[src/rtl/fpu_pkg.sv]
// fpu_pkg: shared widths, FSM states, special constants and IEEE field helpers
package fpu_pkg;
  localparam int EXP_W = 8;
  localparam int MAN_W = 23;
  localparam int BIT_SIZE = EXP_W + MAN_W;
  localparam logic [EXP_W-1:0] EXP_MAX = '1;
  localparam logic [BIT_SIZE:0] QNAN = {1'b0, EXP_MAX, 1'b1, {(MAN_W-1){1'b0}}};
  typedef enum logic [2:0] {IDLE, UNPACK, ALIGN, ADD, NORM, ROUND, DONE} state_t;
  function automatic logic [EXP_W-1:0] exp_of(input logic [BIT_SIZE:0] x);
    return x[BIT_SIZE-1:MAN_W];
  endfunction
  function automatic logic [MAN_W-1:0] man_of(input logic [BIT_SIZE:0] x);
    return x[MAN_W-1:0];
  endfunction
  function automatic logic is_nan(input logic [BIT_SIZE:0] x);
    return exp_of(x) == EXP_MAX && man_of(x) != '0;
  endfunction
  function automatic logic is_inf(input logic [BIT_SIZE:0] x);
    return exp_of(x) == EXP_MAX && man_of(x) == '0;
  endfunction
  function automatic logic is_zero(input logic [BIT_SIZE:0] x);
    return exp_of(x) == '0;
  endfunction
endpackage

[src/rtl/fpu_round_rne.sv]
// fpu_round_rne: round-to-nearest-even on a normalized mantissa with guard/round/sticky
module fpu_round_rne
  import fpu_pkg::*;
(
  input  logic [MAN_W:0]   man,
  input  logic             g,
  input  logic             r,
  input  logic             s,
  input  logic [EXP_W:0]   exp_in,
  output logic [MAN_W-1:0] frac,
  output logic [EXP_W-1:0] exp_r,
  output logic             ovf
);
  logic [MAN_W+1:0] inc;
  logic [EXP_W:0] exp_n;
  always_comb begin
    inc = {1'b0, man} + (MAN_W+2)'(g & (r | s | man[0]));
    exp_n = exp_in + (EXP_W+1)'(inc[MAN_W+1]);
    frac = inc[MAN_W+1] ? inc[MAN_W:1] : inc[MAN_W-1:0];
    exp_r = exp_n[EXP_W-1:0];
    ovf = exp_n >= {1'b0, EXP_MAX};
  end
endmodule

[src/rtl/fpu_add_sequencer.sv]
// fpu_add_sequencer: multi-cycle IEEE add/sub sequenced through unpack, align, add, normalize and round
module fpu_add_sequencer
  import fpu_pkg::*;
(
  input  logic              clk,
  input  logic              rst,
  input  logic              start_valid,
  output logic              start_ready,
  input  logic              add_sub,
  input  logic [BIT_SIZE:0] opa,
  input  logic [BIT_SIZE:0] opb,
  output logic              result_valid,
  input  logic              result_ready,
  output logic [BIT_SIZE:0] sum,
  output logic              overflow,
  output logic              underflow,
  output logic              busy
);
  localparam int SW = MAN_W + 5;
  localparam logic [EXP_W-1:0] D_BIG = EXP_W'(MAN_W + 3);
  localparam logic [EXP_W-1:0] ONE_D = EXP_W'(1);
  localparam logic [EXP_W:0] ONE_E = (EXP_W+1)'(1);
  state_t state, state_n;
  logic [BIT_SIZE:0] ra, rb, fa, fb, hi, lo, sp_val;
  logic sa, sb, big, a_ge, sp_nan, sp;
  logic [EXP_W:0] e;
  logic [EXP_W-1:0] cnt, d;
  logic [MAN_W:0] ma;
  logic [MAN_W+3:0] mb;
  logic [SW-1:0] m, m_add;
  logic [MAN_W-1:0] r_frac;
  logic [EXP_W-1:0] r_exp;
  logic r_ovf;
  assign start_ready = state == IDLE;
  assign busy = state != IDLE;
  assign result_valid = state == DONE;
  always_comb begin
    fa = is_zero(ra) ? {ra[BIT_SIZE], {BIT_SIZE{1'b0}}} : ra;
    fb = is_zero(rb) ? {rb[BIT_SIZE], {BIT_SIZE{1'b0}}} : rb;
    a_ge = fa[BIT_SIZE-1:0] >= fb[BIT_SIZE-1:0];
    hi = a_ge ? fa : fb;
    lo = a_ge ? fb : fa;
    d = exp_of(hi) - exp_of(lo);
    sp_nan = is_nan(ra) || is_nan(rb) || (is_inf(ra) && is_inf(rb) && ra[BIT_SIZE] != rb[BIT_SIZE]);
    sp = sp_nan || is_inf(ra) || is_inf(rb) || (is_zero(ra) && is_zero(rb));
    sp_val = sp_nan ? QNAN : is_inf(ra) ? ra : is_inf(rb) ? rb : {ra[BIT_SIZE] & rb[BIT_SIZE], {BIT_SIZE{1'b0}}};
    m_add = sa == sb ? {1'b0, ma, 3'b0} + {1'b0, mb} : {1'b0, ma, 3'b0} - {1'b0, mb};
  end
  always_comb begin
    state_n = state;
    case (state)
      IDLE:    state_n = start_valid ? UNPACK : IDLE;
      UNPACK:  state_n = sp ? DONE : ALIGN;
      ALIGN:   state_n = big || cnt <= ONE_D ? ADD : ALIGN;
      ADD:     state_n = m_add == '0 ? DONE : NORM;
      NORM:    state_n = m[SW-1] || m[SW-2] ? ROUND : e == ONE_E ? DONE : m[SW-3] ? ROUND : NORM;
      ROUND:   state_n = DONE;
      DONE:    state_n = result_ready ? IDLE : DONE;
      default: state_n = IDLE;
    endcase
  end
  always_ff @(posedge clk) state <= rst ? IDLE : state_n;
  always_ff @(posedge clk) begin
    if (rst) begin
      sum <= '0;
      overflow <= 1'b0;
      underflow <= 1'b0;
    end else begin
      case (state)
        IDLE: if (start_valid) begin
          ra <= opa;
          rb <= {opb[BIT_SIZE] ^ ~add_sub, opb[BIT_SIZE-1:0]};
          overflow <= 1'b0;
          underflow <= 1'b0;
        end
        UNPACK: if (sp) sum <= sp_val;
        else begin
          sa <= hi[BIT_SIZE];
          sb <= lo[BIT_SIZE];
          e <= {1'b0, exp_of(hi)};
          ma <= {!is_zero(hi), man_of(hi)};
          mb <= {!is_zero(lo), man_of(lo), 3'b0};
          cnt <= d;
          big <= d > D_BIG;
        end
        ALIGN: if (big) mb <= {{(MAN_W+3){1'b0}}, |mb};
        else if (cnt != '0) begin
          mb <= {1'b0, mb[MAN_W+3:2], mb[1] | mb[0]};
          cnt <= cnt - ONE_D;
        end
        ADD: begin
          m <= m_add;
          if (m_add == '0) sum <= '0;
        end
        NORM: if (m[SW-1]) begin
          m <= {1'b0, m[SW-1:2], m[1] | m[0]};
          e <= e + ONE_E;
        end else if (!m[SW-2]) begin
          if (e == ONE_E) begin
            sum <= {sa, {BIT_SIZE{1'b0}}};
            underflow <= 1'b1;
          end else begin
            m <= m << 1;
            e <= e - ONE_E;
          end
        end
        ROUND: begin
          sum <= r_ovf ? {sa, EXP_MAX, {MAN_W{1'b0}}} : {sa, r_exp, r_frac};
          overflow <= r_ovf;
        end
        default: ;
      endcase
    end
  end
  fpu_round_rne u_round (
    .man(m[SW-2:3]),
    .g(m[2]),
    .r(m[1]),
    .s(m[0]),
    .exp_in(e),
    .frac(r_frac),
    .exp_r(r_exp),
    .ovf(r_ovf)
  );
endmodule

[config.mk]
export PLATFORM = sky130hd
export DESIGN_NAME = fpu_add_sequencer
export DESIGN_NICKNAME = d
export VERILOG_FILES = /design/src/rtl/fpu_pkg.sv /design/src/rtl/fpu_round_rne.sv /design/src/rtl/fpu_add_sequencer.sv
export SDC_FILE = /design/constraint.sdc
export NUM_CORES = 1
export LEC_CHECK = 0
export BUFFER_PORTS_ARGS = -buffer_cell sky130_fd_sc_hd__buf_2
export CORE_UTILIZATION = 40
export CTS_CLUSTER_DIAMETER = 200
export DETAILED_ROUTE_END_ITERATION = 10
export PLACE_DENSITY = 0.64
export SYNTH_ARGS = -nofsm -noshare
export SYNTH_HDL_FRONTEND = slang
export SYNTH_HIERARCHICAL = 1
export SYNTH_SLANG_ARGS = --single-unit
[constraint.sdc]
create_clock -name clk -period 4.37 [get_ports clk]
set_input_delay 0.2185 -clock clk [delete_from_list [all_inputs] [get_ports clk]]
set_output_delay 0.2185 -clock clk [all_outputs]
set_load 0.02 [all_outputs]
==> results of run 1 <==
## worst max-delay path: cells and delay by family, from the launching register on
kind	cells	cell delay (ns)
xor+xnor	1	0.19
flops	1	0.41
simple gates	6	0.91
fa+ha+maj	2	0.40
buf+inv	2	0.33
compound gates	11	1.74
## routing by layer
layer	up-vias	global-route usage	wire [um]
met5	-	0	0
met2	410	0.379	19200
met3	79	0.0337	2110
li1	6315	-	-
met1	6138	0.317	19300
met4	0	0.0875	1240
## repair_timing
| item | CTS | global route |
|---|---|---|
| pin swaps | 5 | 41 |
| gates resized for setup | 10 | 69 |
| hold endpoints to repair | 63 | 0 |
| buffers inserted | 2 | 8 |
| cloned | 1 | 0 |
| hold buffers | 63 | 0 |
| setup endpoints to repair | 3 | 7 |
## worst min-delay path by stage
stage	startpoint	end	cells past startpoint
5_1_grt	opb[31]	rb[31]	2
6_report	add_sub	rb[31]	2
3_3_place_gp	opb[12]	rb[12]	1
4_1_cts	opb[31]	rb[31]	2
3_5_place_dp	opb[21]	rb[21]	1
2_1_floorplan	opa[0]	ra[0]	0
## sequential cells by signal (all words and copies together), names as in the netlist
| register | flops |
|---|---|
| underflow | 1 |
| overflow | 1 |
| rb | 32 |
| ra | 32 |
| state | 3 |
| m | 28 |
| sb | 1 |
| sum | 32 |
| cnt | 8 |
| mb | 27 |
| e | 9 |
| ma | 24 |
| sa | 1 |
| big | 1 |
## final cells by class
class,count,area share
clock buffers,18,0.0250
clock inverters,14,0.0101
inverters,81,0.0177
multi-input cells,1219,0.471
flip-flops and latches,200,0.328
well taps,455,0.0331
repair buffers,271,0.115
## cells in the final DEF, fill, tap and decap left out, types with 17 or more instances in the layout
master	synthesis	layout
clkbuf_16	0	17
a31oi_1	19	19
and2_1	29	17
inv_1	81	81
nand4_1	30	30
xnor2_1	38	37
dfxtp_1	37	37
a21oi_1	121	111
nand2_1	192	188
o21ai_0	124	116
dlygate4sd3_1	0	63
buf_4	0	96
nor2_1	150	144
o211ai_1	21	21
ha_1	90	73
nor3_1	32	28
buf_2	12	105
a32o_1	22	22
nand3_1	28	28
edfxtp_1	163	163
nor4_1	36	30
xor2_1	21	20
or3_1	34	34
a32oi_1	21	21
## metrics by stage
step | TNS, ns | hold WS [ns] | std cells
after floorplan | -0.0117 | 0.317 | 1594
after global placement | -0.294 | 0.395 | 2153
after detailed placement | -0.461 | 0.397 | 2153
after CTS | -0.0164 | 0.0237 | 2251
after global routing | -0.239 | 0.0594 | 2258
final | 0 | 0.0629 | 2258
## power groups by stage
| stage | clock, mW | sequential, mW | combinational (mW) |
|---|---|---|---|
| 2_1_floorplan | 0 | 2.37 | 1.04 |
| 3_3_place_gp | 0 | 2.41 | 1.48 |
| 3_5_place_dp | 0 | 2.42 | 1.50 |
| 4_1_cts | 1.65 | 2.37 | 1.55 |
| 5_1_grt | 1.71 | 2.39 | 1.79 |
| 6_report | 1.61 | 2.38 | 1.62 |
## cells by family (layout without fill, tap and decap cells)
kind of cell / after synthesis / count (layout) / share of synthesized area
buffers and inverters: 175 / 384 / 0.0506
DFF: 200 / 200 / 0.402
and+or+nand+nor: 606 / 606 / 0.212
muxes: 10 / 10 / 0.00740
adders and majority gates: 91 / 91 / 0.0817
xor gates and xnor gates: 59 / 59 / 0.0368
AOI/OAI and AO/OA: 453 / 453 / 0.210
==> results.sh, run 1 <==
export IMPL_r2r_slack_ns=0.15
export IMPL_yosys_warnings=6
export IMPL_dpl_cell_area_um2=15500
export IMPL_syn_area_per_cell_um2=8.80
export IMPL_cts_tree="built"
export IMPL_multi_input_comb_area_um2=8100
export IMPL_ant_nets=0
export IMPL_routed_wl_mm=41.8
export IMPL_ir_worst_vdd_mv=0.290
export IMPL_p_sw_frac=0.347
export IMPL_syn_inst=1594
export IMPL_dr_total_vias=12900
export IMPL_drc_errors=0
export IMPL_wl_per_cell_um=18.5
export IMPL_nNetsFinal=1950
export IMPL_dieArea_um2=35800
export IMPL_setup_viol=0
export IMPL_area_growth_pct=22.5
export IMPL_synth_top_cell_by_area="edfxtp_1"
export IMPL_path_class="reg -> reg"
export IMPL_fin_util=0.498
export IMPL_drtIter0Drc=1100
export IMPL_yosysMostFrequentCell="nand2_1"
export IMPL_synthTopCellsByArea="edfxtp_1 35%, ha_1 8.0%, dfxtp_1 5.3%"
export IMPL_worstSetupEndpoint="big"
export IMPL_max_freq_ghz=0.237
export IMPL_slowest_delay_ns=0.41
export IMPL_synth_top_area_share=0.349
export IMPL_cts_buffers=17
export IMPL_power_leakage_nw=6.63
export IMPL_combPwrFrac=0.289
export IMPL_run_status="complete, no violations"
export IMPL_switchingPower_mw=1.95
export IMPL_slew_violations=0
export IMPL_clock_sinks=200
export IMPL_antenna_found_initial=0
export IMPL_crit_start="ra[23]"
export IMPL_cp_arrival_ns=4.42
export IMPL_synth_nets=1754
export IMPL_reg2reg_depth=22
export IMPL_fp_coreArea_um2=34500
export IMPL_dp_hpwl_mm=31.6
export IMPL_cp_end_kind="flip-flop"
export IMPL_grt_pass1_wl_mm=66.4
export IMPL_tightest_slew_ns=1.15
export IMPL_max_cap_violations=0
export IMPL_first_pass_iters=5
export IMPL_yosysSeqAreaShare=0.402
export IMPL_min_period_ns=4.22
export IMPL_r2r_end="big"
export IMPL_clock_path_buffers=2
export IMPL_cp_max_fo=8
export IMPL_rsz0062_at_grt="true"
export IMPL_syn_cell_area_um2=14000
export IMPL_path_cells="nor4_2 -> buf_4 -> nand2_4 -> buf_8 -> and2_4 -> ha_4 -> a21o_1 -> a21o_1 -> a21oi_2 -> o21ai_2 -> o21a_4 -> nor2_4 -> and3_4 -> nor2_2 -> ha_2 -> o21ai_1 -> o211ai_1 -> a311oi_2 -> o21ai_1 -> a21oi_2 -> xor2_1 -> o211ai_1"
export IMPL_clkSlewWorstSetupHoldPaths_ns=0.08
export IMPL_fp_dieH_um=189
export IMPL_grt_pass1_vias=12500
export IMPL_synth_edff_count=163
export IMPL_regArea_um2=5640
export IMPL_die_w_um=189
export IMPL_num_rows=68
export IMPL_io_pins=106
export IMPL_synth_seq_cells=200
export IMPL_dp_worst_setup_slack_ns=-0.201
export IMPL_gp_congestion=0.952
export IMPL_grt_overflow_total=0
export IMPL_powerDensity_nw_per_um2=327
export IMPL_postSynth_asyncResetShare=0
export IMPL_p_int_mw=3.67
export IMPL_total_power_mw=5.61
export IMPL_num_fill_cells=3283
export IMPL_crit_required_ns=4.57
export IMPL_ys_flop_type="edfxtp_1"
export IMPL_pwr_share_clk=0.287
export IMPL_cp_slowest_cell="edfxtp_1"
export IMPL_grt_usage=0.234
export IMPL_start_util=0.406
export IMPL_grt_max_degree=65
export IMPL_htreeDepth=4
export IMPL_drive_gt1_frac=0.184
export IMPL_fin_crit_sh=0.967
export IMPL_post_route_cell_area_um2=17200
export IMPL_hold_viol_final=0
export IMPL_antenna_cells=0
export IMPL_slew_headroom=0.233
export IMPL_ys_types=87
export IMPL_clock_skew_ns=0.0169
export IMPL_hp_class="in -> reg"
export IMPL_insertion_delay_ns=0.46
export IMPL_cts_root_buffer="clkbuf_16"
export IMPL_fin_ws_ns=0.146
export IMPL_port_buffers=105
export IMPL_start_kind="flip-flop"
export IMPL_via_per_inst=5.73
export IMPL_p_seq_frac=0.424
export IMPL_synth_commonest_cells="192 x nand2_1, 163 x edfxtp_1, 150 x nor2_1, 124 x o21ai_0, 121 x a21oi_1"
export IMPL_rr_startpoint="ra[23]"
Power figures use the tool's default switching activity.
==> run 2, diff against run 1 <==
Settings changed: GPL_TIMING_DRIVEN set to 0.
==> results.sh, run 2 (same netlist as run 1, synthesis figures left out) <==
export IMPL_ant_nets=0
export IMPL_dpl_cell_area_um2=15200
export IMPL_cp_end_kind="flip-flop"
export IMPL_fin_ws_ns=-0.263
export IMPL_hold_worst_slack_ns=0.0758
export IMPL_cts_root_buffer="clkbuf_16"
export IMPL_slowest_delay_ns=0.45
export IMPL_cts_buffers=17
export IMPL_area_growth_pct=20.5
export IMPL_drive_gt1_frac=0.145
export IMPL_hold_viol_final=0
export IMPL_cp_slowest_cell="edfxtp_1"
export IMPL_grt_usage=0.246
export IMPL_io_pins=106
export IMPL_combPwrFrac=0.295
export IMPL_grt_pass1_wl_mm=69.4
export IMPL_switchingPower_mw=1.92
export IMPL_powerDensity_nw_per_um2=329
export IMPL_ir_worst_vdd_mv=0.304
export IMPL_crit_required_ns=4.56
export IMPL_clock_sinks=200
export IMPL_start_kind="flip-flop"
export IMPL_grt_max_degree=39
export IMPL_port_buffers=105
export IMPL_violations="negative setup slack"
export IMPL_start_util=0.406
export IMPL_layout_common_cells="186 x nand2_1, 163 x edfxtp_1, 146 x nor2_1"
export IMPL_max_cap_violations=0
export IMPL_slew_headroom=0.176
export IMPL_p_sw_frac=0.345
export IMPL_path_cells="nor4_4 -> nand2_2 -> buf_8 -> and2_4 -> ha_4 -> a21o_1 -> a21o_1 -> a21oi_2 -> o21ai_2 -> o21a_2 -> nor2_4 -> and3_4 -> nor2_2 -> ha_4 -> o21ai_2 -> nand4_1 -> a311oi_2 -> o21ai_1 -> a21oi_1 -> xor2_1 -> o211ai_1"
export IMPL_layout_commonest_cell="nand2_1"
export IMPL_p_seq_frac=0.426
export IMPL_cp_arrival_ns=4.83
export IMPL_post_route_cell_area_um2=16900
export IMPL_gp_congestion=0.950
export IMPL_via_per_inst=5.82
export IMPL_setup_viol=2
export IMPL_dr_total_vias=13300
export IMPL_tightest_slew_ns=1.23
export IMPL_dp_hpwl_mm=33.3
export IMPL_nNetsFinal=1971
export IMPL_p_int_mw=3.64
export IMPL_pwr_share_clk=0.279
export IMPL_path_class="reg -> reg"
export IMPL_hp_class="in -> reg"
export IMPL_num_fill_cells=3302
export IMPL_htreeDepth=4
export IMPL_min_period_ns=4.63
export IMPL_die_w_um=189
export IMPL_grt_overflow_total=0
export IMPL_rsz0062_at_grt="true"
export IMPL_power_leakage_nw=6.41
export IMPL_dieArea_um2=35800
export IMPL_fin_crit_sh=1.06
export IMPL_cts_tree="built"
export IMPL_antenna_cells=0
export IMPL_insertion_delay_ns=0.46
export IMPL_reg_top3="ra x32, rb x32, sum x32"
export IMPL_drc_errors=0
export IMPL_cp_max_fo=8
export IMPL_clkSlewWorstSetupHoldPaths_ns=0.08
export IMPL_run_status="complete, but fails checks"
export IMPL_grt_pass1_vias=12800
export IMPL_setup_tns_ns=-0.517
export IMPL_clock_path_buffers=2
export IMPL_routed_wl_mm=43.8
export IMPL_first_pass_iters=5
export IMPL_drtIter0Drc=1130
export IMPL_slew_violations=0
export IMPL_wl_per_cell_um=19.2
export IMPL_fp_coreArea_um2=34500
export IMPL_fp_dieH_um=189
export IMPL_clock_skew_ns=0.0147
export IMPL_num_rows=68
export IMPL_fin_util=0.489
export IMPL_antenna_found_initial=0
export IMPL_max_freq_ghz=0.216
==> run 2: worst max-delay path, delay by kind of cell (launching register included) <==
family                     cells  cell delay [ns]
AOI/OAI and AO/OA             10             1.78
xor gates and xnor gates       1             0.28
adders and majority gates      2             0.39
buffers and inverters          1             0.19
DFF                            1             0.45
and+or+nand+nor                7             1.29
==> run 2: path summary, 6_finish.rpt <==
path	start	slack, ns	cells past startpoint	to
worst max register to register	ra[23]	-0.26	21	big
worst min register to register	sum[29]	0.44	2	sum[29]
worst max-delay path	ra[23]	-0.26	21	big
worst min-delay path	add_sub	0.08	2	rb[31]
==> run 2: metrics by stage <==
stage          worst slack, ns  cells  power, mW
2_1_floorplan          -0.0117   1594       3.42
3_3_place_gp             -1.44   2154       3.87
3_5_place_dp             -1.47   2157       3.90
4_1_cts                 -0.185   2274       5.51
5_1_grt                 -0.455   2279       5.82
6_report                -0.263   2279       5.56
==> run 2: metal layers <==
| layer | track usage | vias to the layer above | routed length, um |
|---|---|---|---|
| li1 | - | 6361 | - |
| met1 | 0.325 | 6335 | 19300 |
| met2 | 0.409 | 474 | 20600 |
| met3 | 0.0304 | 83 | 2400 |
| met4 | 0.0983 | 0 | 1510 |
| met5 | 0 | - | 0 |
==> run 2: cell type report <==
cell class	instances	area [um2]	area share
Inverter	81	304	0.0180
Tap cell	455	569	0.0337
Sequential cell	200	5640	0.333
Multi-Input combinational cell	1219	7990	0.473
Timing Repair Buffer	198	1410	0.0836
Clock buffer	19	433	0.0256
Buffer	94	438	0.0259
Clock inverter	13	121	0.00718
==> run 2: power groups by stage <==
stage | sequential, mW | clock (mW) | combinational (mW)
floorplan | 2.37 | 0 | 1.04
finish | 2.37 | 1.55 | 1.64
global placement | 2.41 | 0 | 1.45
detailed placement | 2.41 | 0 | 1.49
CTS | 2.37 | 1.57 | 1.58
global route | 2.38 | 1.65 | 1.80
==> run 2: repair_timing <==
| action | 4_1_cts | 5_1_grt |
|---|---|---|
| buffers inserted | 21 | 5 |
| gates resized for setup | 49 | 34 |
| pin swaps | 25 | 27 |
| cloned | 1 | 0 |
| hold buffers | 63 | 0 |
| endpoints found under the setup margin | 86 | 42 |
| hold endpoints to repair | 63 | 0 |
